### src/rtl/frame_loader_pkg.sv
// Shared definitions for the frame loader and the downstream ref/def mux stage.
package frame_loader_pkg;

  localparam int unsigned FRAME_WORDS_DEF = 76800;
  localparam int unsigned BYTE_ADDR_SHIFT = 2;
  localparam logic [31:0] NEW_FRAME_SET   = 32'h1;

  typedef enum logic {
    LOAD = 1'b0,
    HOLD = 1'b1
  } state_t;

  // Skips 0 and 1 on wrap so frame parity and the ref/def rule stay valid.
  function automatic logic [31:0] next_frame_count(input logic [31:0] count);
    return (count == 32'hFFFF_FFFF) ? 32'd2 : count + 32'd1;
  endfunction

  function automatic logic bram0_is_ref(input logic [31:0] count);
    return (count <= 32'd2) || !count[0];
  endfunction

endpackage

### src/rtl/frame_word_counter.sv
// Word index within the current frame and count of completed frames.
module frame_word_counter
  import frame_loader_pkg::*;
#(
  parameter int unsigned FRAME_WORDS = FRAME_WORDS_DEF,
  parameter int unsigned ADDR_W      = 17
) (
  input  logic              clock,
  input  logic              reset_n,
  input  logic              i_advance,
  output logic [ADDR_W-1:0] o_widx,
  output logic              o_at_last,
  output logic [31:0]       o_frame_counter,
  output logic [31:0]       o_frame_next
);

  localparam logic [ADDR_W-1:0] LAST_IDX = ADDR_W'(FRAME_WORDS - 1);

  logic [ADDR_W-1:0] r_widx;
  logic [31:0]       r_frame_counter;
  logic              w_at_last;

  assign w_at_last = (r_widx == LAST_IDX);

  // NOTE: sequential state uses non-blocking assignments so every register samples pre-edge values.
  always_ff @(posedge clock) begin
    if (!reset_n) begin
      r_widx          <= '0;
      r_frame_counter <= '0;
    end else if (i_advance) begin
      r_widx <= w_at_last ? '0 : r_widx + 1'b1;
      if (w_at_last) r_frame_counter <= next_frame_count(r_frame_counter);
    end
  end

  assign o_widx          = r_widx;
  assign o_at_last       = w_at_last;
  assign o_frame_counter = r_frame_counter;
  assign o_frame_next    = next_frame_count(r_frame_counter);

endmodule

### src/rtl/frame_loader.sv
// Writes alternate stream frames into two BRAMs and stalls until a finished pair is consumed.
module frame_loader
  import frame_loader_pkg::*;
#(
  parameter int unsigned FRAME_WORDS = FRAME_WORDS_DEF,
  parameter int unsigned ADDR_W      = 17
) (
  input  logic        clock,
  input  logic        reset_n,
  input  logic        s_valid,
  input  logic [31:0] s_data,
  input  logic        s_last,
  output logic        s_ready,
  input  logic        proc_done,
  output logic [31:0] bram0_addr,
  output logic [31:0] bram0_din,
  output logic [3:0]  bram0_we,
  output logic [31:0] bram1_addr,
  output logic [31:0] bram1_din,
  output logic [3:0]  bram1_we,
  output logic [31:0] frame_counter,
  output logic [31:0] new_frame,
  output logic        frame_err
);

  state_t            r_state, w_state_next;
  logic              r_live;
  logic              w_accept, w_at_last, w_to_bram1;
  logic [ADDR_W-1:0] w_widx;
  logic [31:0]       w_frame_counter, w_frame_next, w_byte_addr;
  logic [31:0]       r_b0_addr, r_b0_din, r_b1_addr, r_b1_din;
  logic [3:0]        r_b0_we, r_b1_we;
  logic              r_frame_err;

  frame_word_counter #(
    .FRAME_WORDS(FRAME_WORDS),
    .ADDR_W     (ADDR_W)
  ) u_cnt (
    .clock          (clock),
    .reset_n        (reset_n),
    .i_advance      (w_accept),
    .o_widx         (w_widx),
    .o_at_last      (w_at_last),
    .o_frame_counter(w_frame_counter),
    .o_frame_next   (w_frame_next)
  );

  assign w_accept    = s_valid & s_ready;
  assign w_to_bram1  = w_frame_counter[0];
  assign w_byte_addr = 32'(w_widx) << BYTE_ADDR_SHIFT;

  always_ff @(posedge clock) begin
    if (!reset_n) begin
      r_state <= LOAD;
      r_live  <= 1'b0;
    end else begin
      r_state <= w_state_next;
      r_live  <= 1'b1;
    end
  end

  // NOTE: defaulting the next state first keeps this block free of inferred latches.
  always_comb begin
    w_state_next = r_state;
    case (r_state)
      LOAD: if (w_accept && w_at_last && (w_frame_next >= 32'd2)) w_state_next = HOLD;
      HOLD: if (proc_done) w_state_next = LOAD;
      default: w_state_next = LOAD;
    endcase
  end

  always_comb begin
    s_ready   = r_live && (r_state == LOAD);
    new_frame = (r_state == HOLD) ? NEW_FRAME_SET : 32'h0;
  end

  // NOTE: BRAM port registers are plain flops, so they reset cleanly to zero.
  always_ff @(posedge clock) begin
    if (!reset_n) begin
      r_b0_addr   <= '0;
      r_b0_din    <= '0;
      r_b0_we     <= '0;
      r_b1_addr   <= '0;
      r_b1_din    <= '0;
      r_b1_we     <= '0;
      r_frame_err <= 1'b0;
    end else begin
      r_b0_we <= '0;
      r_b1_we <= '0;
      if (w_accept) begin
        if (w_to_bram1) begin
          r_b1_addr <= w_byte_addr;
          r_b1_din  <= s_data;
          r_b1_we   <= 4'hF;
        end else begin
          r_b0_addr <= w_byte_addr;
          r_b0_din  <= s_data;
          r_b0_we   <= 4'hF;
        end
        if (s_last != w_at_last) r_frame_err <= 1'b1;
      end
    end
  end

  assign bram0_addr    = r_b0_addr;
  assign bram0_din     = r_b0_din;
  assign bram0_we      = r_b0_we;
  assign bram1_addr    = r_b1_addr;
  assign bram1_din     = r_b1_din;
  assign bram1_we      = r_b1_we;
  assign frame_counter = w_frame_counter;
  assign frame_err     = r_frame_err;

endmodule

### config.mk
export PLATFORM = sky130hd
export DESIGN_NAME = frame_loader
export DESIGN_NICKNAME = d
export VERILOG_FILES = /design/src/rtl/frame_loader_pkg.sv /design/src/rtl/frame_word_counter.sv /design/src/rtl/frame_loader.sv
export SDC_FILE = /design/constraint.sdc
export NUM_CORES = 1
export LEC_CHECK = 0
export CAP_MARGIN = 0
export CELL_PAD_IN_SITES_DETAIL_PLACEMENT = 1
export CELL_PAD_IN_SITES_GLOBAL_PLACEMENT = 1
export CORE_ASPECT_RATIO = 1.75
export CORE_UTILIZATION = 27
export CTS_CLUSTER_DIAMETER = 60
export DETAILED_ROUTE_END_ITERATION = 8
export PLACE_DENSITY = 0.77
export SLEW_MARGIN = 0
export SYNTH_ARGS = -nofsm -noshare
export SYNTH_HDL_FRONTEND = slang
export SYNTH_HIERARCHICAL = 1
export SYNTH_SLANG_ARGS = --single-unit
### constraint.sdc
create_clock -name clock -period 2.9 [get_ports clock]
set_input_delay 0.435 -clock clock [delete_from_list [all_inputs] [get_ports clock]]
set_output_delay 0.435 -clock clock [all_outputs]
set_load 0.02 [all_outputs]
## Word-level counts from Yosys, hierarchy flattened

Cells that the tools add are included.
W data, S select, Z words.

- Input bits: 37
- Memories kept: 0
- Word-level logic and storage cells: 37
- Flip-flop bits (word level): 158
- Memory bits (read-only): 0
- Latch bits: 0
- Memory bits (writable): 0
- Output and inout port bits: 202

- Reduce and logical (&&, ||, !) cells: 8
- Equality and inequality tests: 3
- Mux-type cells: 9
- Divide/modulo/power cells: 0
- $lt $le $gt $ge: 1
- Shift operators: 0
- Add/subtract/negate cells: 2
- Bitwise logic cells: 3
- Multipliers: 0

Operators by type and width:

| kind | number |
|---|---|
| $add A32 B1 Y32 const B | 1 |
| $eq A32 B32 Y1 const B | 1 |
| $ge A32 B2 Y1 const B | 1 |
| $mux W32 | 1 |
| $add A17 B1 Y17 const B | 1 |
| $eq A17 B17 Y1 const B | 1 |
| $mux W17 | 1 |
| $reduce_and A2 Y1 | 5 |
| $mux W4 | 2 |
| $mux W1 | 4 |
| $logic_and A1 B1 Y1 | 3 |
| $not A1 Y1 | 2 |
| $pmux W1 S2 | 1 |
| $and A1 B1 Y1 | 1 |
| $ne A1 B1 Y1 | 1 |

## Longest topological paths before layout

Gate-level depths: netlist (run 1).

- Depth in word-level cells: 7
- Mapped depth: 11
- Mapped depth without buffers: 10

## Modules after synthesis

Netlist (run 1), hierarchy kept.

By module, submodules not included:

| module | area each (µm²) | instances | cells an instance | seq. area each (µm²) |
|---|---|---|---|---|
| frame_loader | 4479.3 | 1 | 524 | 2062.0 |
| frame_word_counter | 3007.9 | 1 | 373 | 980.9 |

## Least setup slack after synthesis (run 1)

Ideal clock, no wire load.

- Kind: register to register
- Start point: register u_cnt.r_frame_counter[0], in the netlist u_cnt/o_frame_counter[0]
- End point: register r_state
- Setup slack: 68 ps
- Library setup time: 127 ps
- Stages on the path, launching flop included: 12
- Buffers on the path: 2
- Data required time: 2773 ps
- Period minus slack after synthesis: 2832 ps
- Arrival: 2705 ps
- Cell sequence: dfxtp_1 > ha_1 > nand4_2 > nor4_4 > and2_1 > buf_2 > buf_2 > nor2_1 > nor4_1 > nand4_1 > o2111ai_1 > o21ai_0

- Longest elaborated chain between the ends: 6

Ends and longest elaborated chain:

| element | RTL line | text |
|---|---|---|
| start, declared | frame_word_counter.sv:20 | `logic [31:0] r_frame_counter;` |
| start signal, assigned | frame_word_counter.sv:32 | `if (w_at_last) r_frame_counter <= next_frame_count(r_frame_counter);` |
| $add A32 B1 Y32 or $eq A32 B32 Y1 (tied branches) | frame_loader_pkg.sv:15 | `return (count == 32'hFFFF_FFFF) ? 32'd2 : count + 32'd1;` |
| $mux W32 (*) | frame_loader_pkg.sv:15 |  |
| named net w_frame_next[9] | frame_loader.sv:30 | `logic [31:0] w_frame_counter, w_frame_next, w_byte_addr;` |
| $ge A32 B2 Y1 (*) | frame_loader.sv:66 | `LOAD: if (w_accept && w_at_last && (w_frame_next >= 32'd2)) w_state_next = HOLD;` |
| $logic_and A1 B1 Y1 (*) | frame_loader.sv:66 |  |
| $mux W1 (*) | frame_loader.sv:66 |  |
| $pmux W1 S2 (*) | frame_loader.sv:65 | `case (r_state)` |
| end signal, assigned | frame_loader.sv:57 | `r_state <= w_state_next;` |
| end, declared | frame_loader.sv:26 | `state_t r_state, w_state_next;` |

Mark *: on every way through the listed nets, which the timed path passes. The rest lies on a longest branch.
A chain may end at the register's enable or synchronous reset.

## Worst setup path after layout (run 1)

- Start point: register u_cnt.r_frame_counter[17], in the netlist u_cnt/o_frame_counter[17]
- End point: register r_state

Same word-level chain as after synthesis.

==> run_results.csv, run 1 <==
group,metric,value,unit
clock_tree,ctsLongestPathBuffers,2,
timing,post-route-period-util,94.2,%
timing,layout_setup_ws,0.167,ns
floorplanning,rows,80,
power_and_ir_drop,clockPowerShare,47.0,%
setup_path,cp-start-kind,"register",
clock_tree,cts_buffers,17,
setup_path,crit_type,"reg2reg",
clock_tree,htreeDepth,4,
global_route,grt_use_met1,16.9,%
placement,gp_congestion,0.838,
min_path,hold_path_end,"r_live",
timing,rsz0062_at_grt,"false",
setup_path,cp_slowest_stage_delay,0.49,ns
global_route,grt_pass1_vias,6861,
clock_tree,cts.sink_count,152,
placement,placed_area,9440,um^2
setup_path,cp.arrival,3.05,ns
final_layout,insertedDiodeCount,0,
detailed_routing,route.detailed.drc,0,
setup_path,r2r_cells,10,
floorplanning,io_pins,239,
timing,drv_slew,0,
final_layout,fillerInstances,3258,
outcome,status,"completed",
floorplanning,fp.dieH,222,um
setup_path,critical_path.startpoint,"u_cnt/o_frame_counter[17]",
global_route,antenna_found_initial,0,
floorplanning,initial_core_util,27.5,%
setup_path,critPathTopFamily,"simple AND/OR/NAND/NOR gates",
setup_path,cp-end-kind,"register",
final_layout,layout.nets,1111,
power_and_ir_drop,cellPowerDensity,462,nW/um^2
detailed_routing,wl,23.9,mm
setup_path,r2r_start,"u_cnt/o_frame_counter[17]",
setup_path,worstPathCellList,"nand4_1 > nor4_4 > buf_4 > nand3_1 > xor2_1 > nor2_1 > nor4_1 > nand4_1 > o2111ai_1 > o21ai_0",
detailed_routing,post_drt_wl_per_cell,16.4,um
global_route,grt_use_met3,3.15,%
detailed_routing,dr.pass1.iters,4,
timing,final-hold-violation-count,0,
setup_path,cp.required,3.22,ns
global_route,grt_pass1_wl,37.5,mm
detailed_routing,viasPerCell,4.60,
floorplanning,die_w,128,um
setup_path,cp_slowest_cell,"dfxtp_1",
timing,timing.setup.tns,0,ns
setup_path,r2r_setup_slack,0.17,ns
timing,max_slew_margin,33.1,%
clock_tree,cts_tree,"built",
detailed_routing,drt-initial-drc-count,223,
logic_synthesis,mappedNetlistArea,7480,um^2
clock_tree,clk_latency,0.44,ns
global_route,grt_busiest_layer,"met2",
logic_synthesis,yosys_warnings,6,
timing,worst_pin_slew,1.00,ns
timing,max_freq,0.366,GHz
power_and_ir_drop,finalPower,4.63,mW
timing,finClkSkew,0.00884,ns
floorplanning,die-area,28400,um^2
global_route,overflow,0,
clock_tree,cts-root-buf,"clkbuf_16",
power_and_ir_drop,netSwitchingPower,1.12,mW
final_layout,area_growth,34.2,%
global_route,grt_max_degree,63,
power_and_ir_drop,p_int,3.52,mW
min_path,hold_class,"in2reg",
logic_synthesis,synthCells,896,
min_path,hp-start,"reset_n",
placement,port_buffers,177,
floorplanning,core,27200,um^2
power_and_ir_drop,leakage,3.54,nW
placement,place_hpwl,17.4,mm
timing,min_period,2.73,ns
logic_synthesis,avgSynthCellArea,8.35,um^2
global_route,grt_usage,17.1,%
setup_path,cp_max_fo,8,
placement,pre_cts_slack,0.00951,ns
power_and_ir_drop,peakVddDrop,0.410,mV
timing,hold-worst-slack,0.282,ns
setup_path,cp_common_cell,"nand4_1",
global_route,globalRouteMet2Util,33.4,%
min_path,whs_path_depth,1,
final_layout,final_design_area_no_fill,10000,um^2
clock_tree,clk_pin_slew_worst_paths,0.06,ns
detailed_routing,via_count,6683,
detailed_routing,antenna_left,0,
setup_path,cp.buffers_inverters,1,
final_layout,final_layout_size_suffix_gt1_share,9.69,%
power_and_ir_drop,switching_share,24.2,%
timing,final-setup-viol-count,0,
power_and_ir_drop,power_frac_seq,45.9,%
setup_path,r2r_end,"r_state",
job,cap_violations,0,
power_and_ir_drop,power.share.combinational,7.1,%
==> routing by layer <==
layer | vias up | share of wire, %
met4 | 0 | 2.7
met2 | 215 | 56
met5 | - | 0
met3 | 38 | 5.1
met1 | 3218 | 36
li1 | 3212 | -
==> worst max path at each step <==
stage                     cells after the start               end  slack [ns]
after floorplan                              11           r_state         0.1
after global placement                        7  u_cnt/o_widx[15]        0.12
after detailed placement                      7  u_cnt/o_widx[15]        0.01
after CTS                                     9           r_state        0.04
after global routing                         11           r_state        0.02
final                                        10           r_state        0.17
==> per-stage QoR <==
stage,instances,utilization [%]
5_1_grt,1453,36.9
2_1_floorplan,956,-
4_1_cts,1450,36.7
3_5_place_dp,1419,34.7
6_report,1453,36.9
3_3_place_gp,1419,34.7
==> registers in the layout, indices dropped and copies added (netlist names) <==
signal / flops
bram0_addr: 17
r_live: 1
bram1_din: 32
r_state: 1
frame_err: 1
u_cnt/o_frame_counter: 32
bram0_din: 32
bram1_we: 1
bram0_we: 1
bram1_addr: 17
u_cnt/o_widx: 17
==> final cells by class <==
| type | instances | area [um^2] | area share, % |
|---|---|---|---|
| clock buffer | 19 | 443 | 4.41 |
| clock inverter | 12 | 126 | 1.26 |
| inverter | 8 | 30.0 | 0.299 |
| multi-input combinational | 673 | 3790 | 37.8 |
| sequential | 152 | 3040 | 30.3 |
| tap | 369 | 462 | 4.60 |
| timing repair buffer | 220 | 2140 | 21.3 |
==> power groups by stage <==
stage | Combinational [mW] | Clock [mW] | Sequential [mW]
floorplan | 0.236 | 0 | 2.20
global placement | 0.329 | 0 | 2.17
detailed placement | 0.332 | 0 | 2.17
CTS | 0.333 | 2.25 | 2.13
global route | 0.354 | 2.32 | 2.13
finish | 0.330 | 2.18 | 2.13
==> cell usage in the layout (no fill, tap or decap), types with 3 or more instances in the layout <==
cell,count
a21boi_0,88
a21boi_2,10
a21oi_1,19
and2_1,6
and3_1,4
and4_1,6
buf_12,4
buf_4,40
clkbuf_16,17
clkdlybuf4s50_1,176
clkinv_2,4
clkinvlp_4,5
conb_1,61
dfxtp_1,152
inv_1,8
nand2_1,228
nand2b_1,9
nand3_1,16
nand4_1,20
nor2_1,54
nor3_1,15
nor4_1,9
nor4_2,3
nor4_4,3
o21ai_0,6
o22ai_1,4
o32ai_1,4
or3_1,7
or3_2,3
or4_1,4
xnor2_1,26
xor2_1,27
==> what timing repair did <==
item                                   in CTS  in global routing
setup endpoints to repair                   0                  1
endpoints found under the hold margin       0                  0
hold buffers                                0                  0
buffers inserted                            0                  3
gates resized for setup                     0                  3
Power figures use the tool's default switching activity.
==> run 2: changes to the inputs <==
==> constraint.sdc (replaced) <==
create_clock -name clock -period 3.5 [get_ports clock]
set_input_delay 0.525 -clock clock [delete_from_list [all_inputs] [get_ports clock]]
set_output_delay 0.525 -clock clock [all_outputs]
set_load 0.02 [all_outputs]
==> run_results.csv, run 2 (synthesized netlist as in run 1, its figures left out) <==
group,metric,value,unit
outcome,status,"completed",
setup_path,cp_max_fo,10,
power_and_ir_drop,finalPower,3.88,mW
clock_tree,htreeDepth,4,
power_and_ir_drop,cellPowerDensity,393,nW/um^2
floorplanning,io_pins,239,
timing,layout_setup_ws,0.400,ns
clock_tree,cts_setup_buffers,0,
setup_path,cp.required,3.82,ns
clock_tree,ctsLongestPathBuffers,2,
placement,gp_congestion,0.788,
clock_tree,clk_latency,0.44,ns
final_layout,insertedDiodeCount,0,
clock_tree,cts.sink_count,152,
global_route,grt_max_degree,70,
setup_path,r2r_setup_slack,0.40,ns
timing,drv_slew,0,
detailed_routing,dr.pass1.iters,4,
clock_tree,cts_hold_buf,0,
timing,timing.setup.tns,0,ns
timing,final-hold-violation-count,0,
detailed_routing,antenna_left,0,
detailed_routing,wl,23.2,mm
global_route,grt_usage,16.8,%
final_layout,final_layout_size_suffix_gt1_share,7.89,%
final_layout,final_cell_mix,"228 x nand2_1, 176 x clkdlybuf4s50_1, 152 x dfxtp_1",
global_route,grt_pass1_vias,6810,
timing,finClkSkew,0.00841,ns
clock_tree,cts_tree,"built",
timing,worst_pin_slew,1.12,ns
final_layout,final_common_cell,"nand2_1",
clock_tree,cts-root-buf,"clkbuf_16",
detailed_routing,via_count,6583,
placement,pre_cts_slack,0.373,ns
min_path,hold_class,"reg2reg",
timing,min_period,3.10,ns
clock_tree,cts_buffers,17,
placement,port_buffers,177,
timing,final-setup-viol-count,0,
detailed_routing,post_drt_wl_per_cell,16.2,um
global_route,antenna_found_initial,0,
detailed_routing,route.detailed.drc,0,
floorplanning,core,27200,um^2
floorplanning,fp.dieH,222,um
floorplanning,rows,80,
timing,max_slew_margin,25.3,%
final_layout,layout.nets,1091,
global_route,overflow,0,
timing,post-route-period-util,88.6,%
power_and_ir_drop,peakVddDrop,0.363,mV
job,cap_violations,0,
final_layout,final_design_area_no_fill,9860,um^2
setup_path,cp-start-kind,"register",
clock_tree,cts.repair.resized,0,
final_layout,area_growth,31.8,%
placement,place_hpwl,16.7,mm
floorplanning,die-area,28400,um^2
timing,max_freq,0.323,GHz
final_layout,fillerInstances,3257,
timing,rsz0062_at_grt,"false",
detailed_routing,viasPerCell,4.59,
placement,placed_area,9270,um^2
floorplanning,initial_core_util,27.5,%
clock_tree,clk_pin_slew_worst_paths,0.06,ns
floorplanning,die_w,128,um
power_and_ir_drop,leakage,3.43,nW
detailed_routing,drt-initial-drc-count,200,
setup_path,cp.arrival,3.42,ns
global_route,grt_pass1_wl,36.8,mm
setup_path,crit_type,"reg2reg",
final_layout,final_util,36.2,%
setup_path,cp-end-kind,"register",
-- run 2: cell count changes in the layout (fill, tap and decap cells not counted), moves of 2 or more --
cell and change:
buf_4 -17, clkinvlp_4 -2, clkinv_4 +5, buf_12 -3
-- run 2: final cells by class --
type / instances / area, um^2 / share of cell area, %
Multi-Input combinational cell: 673 / 3780 / 38.4
Sequential cell: 152 / 3040 / 30.9
Timing Repair Buffer: 200 / 1950 / 19.8
Tap cell: 369 / 462 / 4.68
Clock buffer: 18 / 439 / 4.45
Clock inverter: 14 / 150 / 1.52
Inverter: 8 / 30.0 / 0.305
-- run 2: stage by stage --
step           instances  hold slack (ns)
2_1_floorplan        956            0.459
3_3_place_gp        1402            0.450
3_5_place_dp        1402            0.456
4_1_cts             1434            0.466
5_1_grt             1434            0.480
6_report            1434            0.461
-- run 2: final timing paths --
path                            start  cells after the start             end
min reg2reg            bram0_addr[18]                      2  bram0_addr[18]
max          u_cnt/o_frame_counter[1]                     10         r_state
min                    bram0_addr[18]                      2  bram0_addr[18]
max reg2reg  u_cnt/o_frame_counter[1]                     10         r_state
-- run 2: per-layer routing --
| metal | vias up | global-route usage (%) | share of wire, % |
|---|---|---|---|
| li1 | 3187 | - | - |
| met1 | 3129 | 16.8 | 37 |
| met2 | 221 | 32.1 | 54 |
| met3 | 46 | 3.15 | 4.8 |
| met4 | 0 | 8.92 | 3.9 |
| met5 | - | 0 | 0 |
-- run 2: report_power, final --
group | switching [mW] | leakage (nW) | internal [mW]
Sequential | 0.0111 | 1.23 | 1.75
Clock | 0.776 | 0.282 | 1.07
Combinational | 0.170 | 1.92 | 0.102
Total | 0.956 | 3.43 | 2.92
-- run 2: worst max-delay path, cell delays in order, from the launching register on --
cell and delay, ns:
dfxtp_1 0.43, ha_1 0.29, nand4_2 0.25, nor4_4 0.56, and2_1 0.42, buf_4 0.24, nor2_1 0.06, nor4_1 0.31
nand4_1 0.15, o2111ai_1 0.18, o21ai_0 0.10
==> run 3: changes to the inputs <==
--- a/config.mk
+++ b/config.mk
@@ -13,6 +13,7 @@
 export CTS_CLUSTER_DIAMETER = 60
 export DETAILED_ROUTE_END_ITERATION = 8
 export PLACE_DENSITY = 0.77
+export SETUP_SLACK_MARGIN = 0.02
 export SLEW_MARGIN = 0
 export SYNTH_ARGS = -nofsm -noshare
 export SYNTH_HDL_FRONTEND = slang
==> results of run 3 <==
Same layout as run 2: the final DEF is identical, and so are final timing and power.
